## src/rtl/sv_kernel_accum.sv

```systemverilog
// Two-lane SV kernel accumulator: linear dot product by default, squared Euclidean distance
// when SV_KERNEL_SQ_DIST_EN is defined. Results leave through a valid/ready output register.
//
// state | meaning
// IDLE  | waiting for en
// ACCUM | accepting pixel beats, emitting one kern pair per NUM_OF_PIXELS beats
// DRAIN | last pair loaded, waiting for it to be consumed
// DONE  | one-cycle done pulse
module sv_kernel_accum #(
  parameter int XLEN_PIXEL    = 8,
  parameter int NUM_OF_PIXELS = 4,
  parameter int NUM_OF_SV     = 10,
  parameter int ACC_W         = 20,
  parameter int IDX_W         = 8
) (
  input  logic                  clk,
  input  logic                  rst,
  input  logic                  en,
  input  logic                  in_valid,
  output logic                  in_ready,
  input  logic [XLEN_PIXEL-1:0] x_test,
  input  logic [XLEN_PIXEL-1:0] sv_load1,
  input  logic [XLEN_PIXEL-1:0] sv_load2,
  output logic [ACC_W-1:0]      kern1,
  output logic [ACC_W-1:0]      kern2,
  output logic [IDX_W-1:0]      sv_idx,
  output logic                  out_valid,
  input  logic                  out_ready,
  output logic                  done
);

  localparam int PW    = 2 * XLEN_PIXEL;
  localparam int PIX_W = (NUM_OF_PIXELS > 1) ? $clog2(NUM_OF_PIXELS) : 1;
  localparam int SV_W  = (NUM_OF_SV > 1) ? $clog2(NUM_OF_SV) : 1;
  localparam logic [PIX_W-1:0] PIX_LAST = PIX_W'(NUM_OF_PIXELS - 1);
  localparam logic [SV_W-1:0]  SV_LAST  = SV_W'(NUM_OF_SV - 1);

  typedef enum logic [1:0] {IDLE, ACCUM, DRAIN, DONE} state_t;

  state_t           state;
  logic [PIX_W-1:0] pix_cnt;
  logic [SV_W-1:0]  sv_cnt;
  logic [ACC_W-1:0] acc1, acc2;
  logic [ACC_W-1:0] sum1, sum2;
  logic [PW-1:0]    term1, term2;
  logic             beat;

`ifdef SV_KERNEL_SQ_DIST_EN
  // |x - sv| squared equals the square of the signed XLEN_PIXEL+1 difference
  logic [XLEN_PIXEL-1:0] dist1, dist2;

  always_comb begin
    dist1 = (x_test >= sv_load1) ? (x_test - sv_load1) : (sv_load1 - x_test);
    dist2 = (x_test >= sv_load2) ? (x_test - sv_load2) : (sv_load2 - x_test);
  end

  assign term1 = PW'(dist1) * PW'(dist1);
  assign term2 = PW'(dist2) * PW'(dist2);
`else
  assign term1 = PW'(x_test) * PW'(sv_load1);
  assign term2 = PW'(x_test) * PW'(sv_load2);
`endif

  assign sum1     = acc1 + ACC_W'(term1);
  assign sum2     = acc2 + ACC_W'(term2);
  assign in_ready = (state == ACCUM) && !(out_valid && !out_ready);
  assign beat     = in_valid && in_ready;

  always_ff @(posedge clk) begin
    if (rst) begin
      state     <= IDLE;
      pix_cnt   <= '0;
      sv_cnt    <= '0;
      acc1      <= '0;
      acc2      <= '0;
      kern1     <= '0;
      kern2     <= '0;
      sv_idx    <= '0;
      out_valid <= 1'b0;
      done      <= 1'b0;
    end else begin
      done <= 1'b0;
      // a result loaded below on the same edge overrides this clear
      if (out_valid && out_ready)
        out_valid <= 1'b0;

      case (state)
        IDLE: begin
          if (en) begin
            pix_cnt <= '0;
            sv_cnt  <= '0;
            acc1    <= '0;
            acc2    <= '0;
            state   <= ACCUM;
          end
        end

        ACCUM: begin
          if (beat) begin
            if (pix_cnt == PIX_LAST) begin
              kern1     <= sum1;
              kern2     <= sum2;
              sv_idx    <= IDX_W'(sv_cnt);
              out_valid <= 1'b1;
              acc1      <= '0;
              acc2      <= '0;
              pix_cnt   <= '0;
              sv_cnt    <= sv_cnt + 1'b1;
              if (sv_cnt == SV_LAST)
                state <= DRAIN;
            end else begin
              acc1    <= sum1;
              acc2    <= sum2;
              pix_cnt <= pix_cnt + 1'b1;
            end
          end
        end

        DRAIN: begin
          if (out_valid && out_ready) begin
            done  <= 1'b1;
            state <= DONE;
          end
        end

        DONE: begin
          state <= IDLE;
        end

        default: state <= IDLE;
      endcase
    end
  end

endmodule
```

## config.mk

```make
export PLATFORM = sky130hd
export DESIGN_NAME = sv_kernel_accum
export DESIGN_NICKNAME = d
export VERILOG_FILES = /design/src/rtl/sv_kernel_accum.sv
export SDC_FILE = /design/constraint.sdc
export NUM_CORES = 1
export LEC_CHECK = 0
export ABC_AREA = 1
export BUFFER_PORTS_ARGS = -buffer_cell sky130_fd_sc_hd__buf_2
export CAP_MARGIN = 30
export CORE_UTILIZATION = 56
export DETAILED_ROUTE_END_ITERATION = 6
export HOLD_SLACK_MARGIN = 0.15
export PLACE_DENSITY = 0.83
export SYNTH_ARGS = -nofsm -noshare
export SYNTH_HDL_FRONTEND = slang
export SYNTH_SLANG_ARGS = --single-unit
export TNS_END_PERCENT = 20
```

## constraint.sdc

```tcl
create_clock -name clk -period 5.4 [get_ports clk]
set_input_delay 1.35 -clock clk [delete_from_list [all_inputs] [get_ports clk]]
set_output_delay 1.35 -clock clk [all_outputs]
set_load 0.01 [all_outputs]
```

==> results.json <==
{
  "finClkSkew_ns": 0.01049,
  "synth.cell_area_mm2": 0.009719,
  "cp.buffers_inverters": 4,
  "root_buffer": "clkbuf_16",
  "portBuffers": 75,
  "path_max_fanout": 16,
  "max_slew_margin_pct": 36.79,
  "postCtsHoldBufs": 0,
  "rsz0062_at_grt": "false",
  "path_cells": "buf_2 -> nand2_1 -> fa_1 -> inv_1 -> fa_1 -> inv_1 -> fa_1 -> fa_1 -> inv_1 -> ha_1 -> or2_2 -> nand3_1 -> nand2_1 -> xor2_1 -> nand2_1 -> a21oi_1",
  "timing_worst_setup_path_type": "input port to register",
  "finalCritPeriodShare_pct": 94.57,
  "crit_top_cell": "fa_1",
  "r2r_slack_ns": 1.31,
  "m1WireLength_um": 10540,
  "power_density_mw_per_mm2": 425.2,
  "yosysSeqAreaShare_pct": 19.36,
  "finalMaxSlewViolations": 0,
  "yosys-top-cells-area": "fa_1 (21%), dfxtp_1 (19%), nand2_1 (16%)",
  "start_util_pct": 57.99,
  "fin_crit_ns": 5.107,
  "synth_top_area_share_pct": 20.60,
  "cts_tree": "yes",
  "final_cell_mix": "nand2_1 (416), inv_1 (397), nor2_1 (102)",
  "routed_via_density": 4.920,
  "num_vias": 8373,
  "cts_made_buffers": 9,
  "clockBufferDepth": 2,
  "ios": 80,
  "ys_types": 29,
  "final_common_cell": "nand2_1",
  "grt_max_degree": 72,
  "maxUsedRoutingLayer": "met4",
  "vdd_drop_max_mv": 0.2786,
  "clock.fmax_ghz": 0.1958,
  "path_delay_family": "adder cells",
  "globalRoute.totalOverflow": 0,
  "first_global_vias": 8084,
  "routabilityCongestion": 0.9120,
  "setup_violations": 0,
  "initialDrtViolationCount": 621,
  "cts.clk_slew.worst_paths_ns": 0.07,
  "cp-end-kind": "register",
  "die_h_um": 133.7,
  "r2r-end": "acc2[11]",
  "status": "complete, but fails checks",
  "rr_worst_depth": 15,
  "tns_ns": 0,
  "start_kind": "input port",
  "worst_pin_slew_ns": 0.9471,
  "die_x_um": 133.7,
  "yosysTopAreaCell": "fa_1",
  "slowest_stage": "fa_1",
  "hpwl_um": 17680,
  "htreeDepth": 3,
  "diodes": 0,
  "min_to": "acc1[14]",
  "min_path_type": "register to register",
  "fillCellCount": 1509,
  "coreArea_mm2": 0.01676,
  "worstPathArrival_ns": 5.39,
  "clock_sinks": 94,
  "grt_first_pass_wirelength_um": 38800,
  "whs_ns": 0.4655,
  "wl_per_cell_um": 13.54,
  "min_from": "acc1[14]",
  "wl_met3_um": 1486,
  "final_antenna_net_count": 0,
  "max_cap_violations": 0,
  "cts_setup_buffers": 0,
  "reg2reg_from": "acc2[6]",
  "wl_met2_um": 10540,
  "violations": "design-rule violations",
  "antenna_found_initial": 0,
  "synth_cells": 1445,
  "total_power_mw": 4.448,
  "fin_nets": 1694,
  "leakagePower_nw": 6.398,
  "synth_seq_cells": 94,
  "clock_latency_ns": 0.35,
  "dieArea_mm2": 0.01789,
  "gr-usage-all-layers_pct": 27.21,
  "rows": 47,
  "yosys_warnings": 0,
  "slowest_delay_ns": 0.53,
  "syn_to_final_growth_pct": 7.646,
  "drive_gt1_share_pct": 6.950,
  "cts_resized": 0,
  "firstDrtPassIters": 7,
  "worstPathRequired_ns": 5.68,
  "hold-path-cell-count": 2,
  "routed_wl_um": 23040,
  "hold_violations": 0,
  "avgSynthCellArea_um2": 6.726,
  "drc": 3
}
area by class of cell:
| cell class | count | area, um^2 | area share [%] |
|---|---|---|---|
| timing repair buffer | 81 | 420.4 | 4.018 |
| clock buffer | 10 | 239.0 | 2.284 |
| sequential | 94 | 1882 | 17.99 |
| tap | 220 | 275.3 | 2.631 |
| multi-input combinational | 893 | 6085 | 58.16 |
| inverter | 398 | 1494 | 14.28 |
| clock inverter | 6 | 67.56 | 0.6458 |
how the worst max path moves through the flow:
stage,startpoint,end,slack (ns),depth (start not counted)
2_1_floorplan,x_test[6],kern2[17],0.14,20
3_3_place_gp,x_test[6],acc2[11],0.14,16
3_5_place_dp,x_test[6],acc2[11],0.009,16
4_1_cts,x_test[6],acc2[11],0.35,16
5_1_grt,x_test[5],kern2[16],0.12,20
6_report,x_test[6],acc2[11],0.29,16
cell usage after synthesis:
cell type  number
nand2_1       416
nor4_1          1
nand4_1         3
nor2_1        103
inv_2           1
or2_2           2
fa_1          100
buf_1           4
nand3_1        44
buf_4           7
xnor2_1         2
dfxtp_1        94
ha_1           88
nor3_1         10
nand2_2         1
o21ai_0        35
o211a_1         1
xor2_1         12
clkbuf_2        3
conb_1          1
a211oi_1        1
clkbuf_1       40
inv_1         397
a22oi_1         4
a21o_1          2
nor3b_1         2
buf_2           9
a21oi_1        61
nor3_4          1
per-layer routing:
metal  track usage (%)  up-vias
met1             37.17     3832
li1                  -     4223
met2             44.33      283
met3             4.490       35
met5                 0        -
met4             7.828        0
stage by stage:
| step | util, % | area (um^2) | instances | setup slack [ns] |
|---|---|---|---|---|
| floorplan | - | 9731 | 1448 | 0.1408 |
| global placement | 60.60 | 10160 | 1686 | 0.1379 |
| detailed placement | 60.60 | 10160 | 1686 | 0.009157 |
| CTS | 62.43 | 10460 | 1702 | 0.3525 |
| global route | 62.43 | 10460 | 1702 | 0.1210 |
| finish | 62.43 | 10460 | 1702 | 0.2934 |
tightest hold or removal path, cell delays in order (launching register included):
cell	delay [ns]
dfxtp_1	0.31
nand2_1	0.06
a21oi_1	0.05
report_power, final:
group          internal [mW]  total (mW)  leakage (nW)  switching, mW
registers              0.757       0.797         0.759         0.0398
clock network          0.374       0.666         0.145          0.292
logic                   1.01        2.99          5.49           1.98
registers in the layout, indices dropped and copies added, names as in the netlist:
register,cells
acc1,20
acc2,20
kern1,20
kern2,20
sv_cnt,4
sv_idx,4
pix_cnt,2
state,2
done,1
out_valid,1
cell families (layout without fill, tap and decap cells):
kind of cell,Yosys count,count (layout),synth area share (%)
AND/OR/NAND/NOR,583,583,23.60
buffers and inverters,461,495,18.23
adder cells (fa/ha/maj),188,188,31.93
AO/OA/AOI/OAI,104,104,5.587
flip-flops,94,94,19.36
XOR/XNOR,14,14,1.262
other,1,4,0.03858
(Power assumes the default switching activity.)
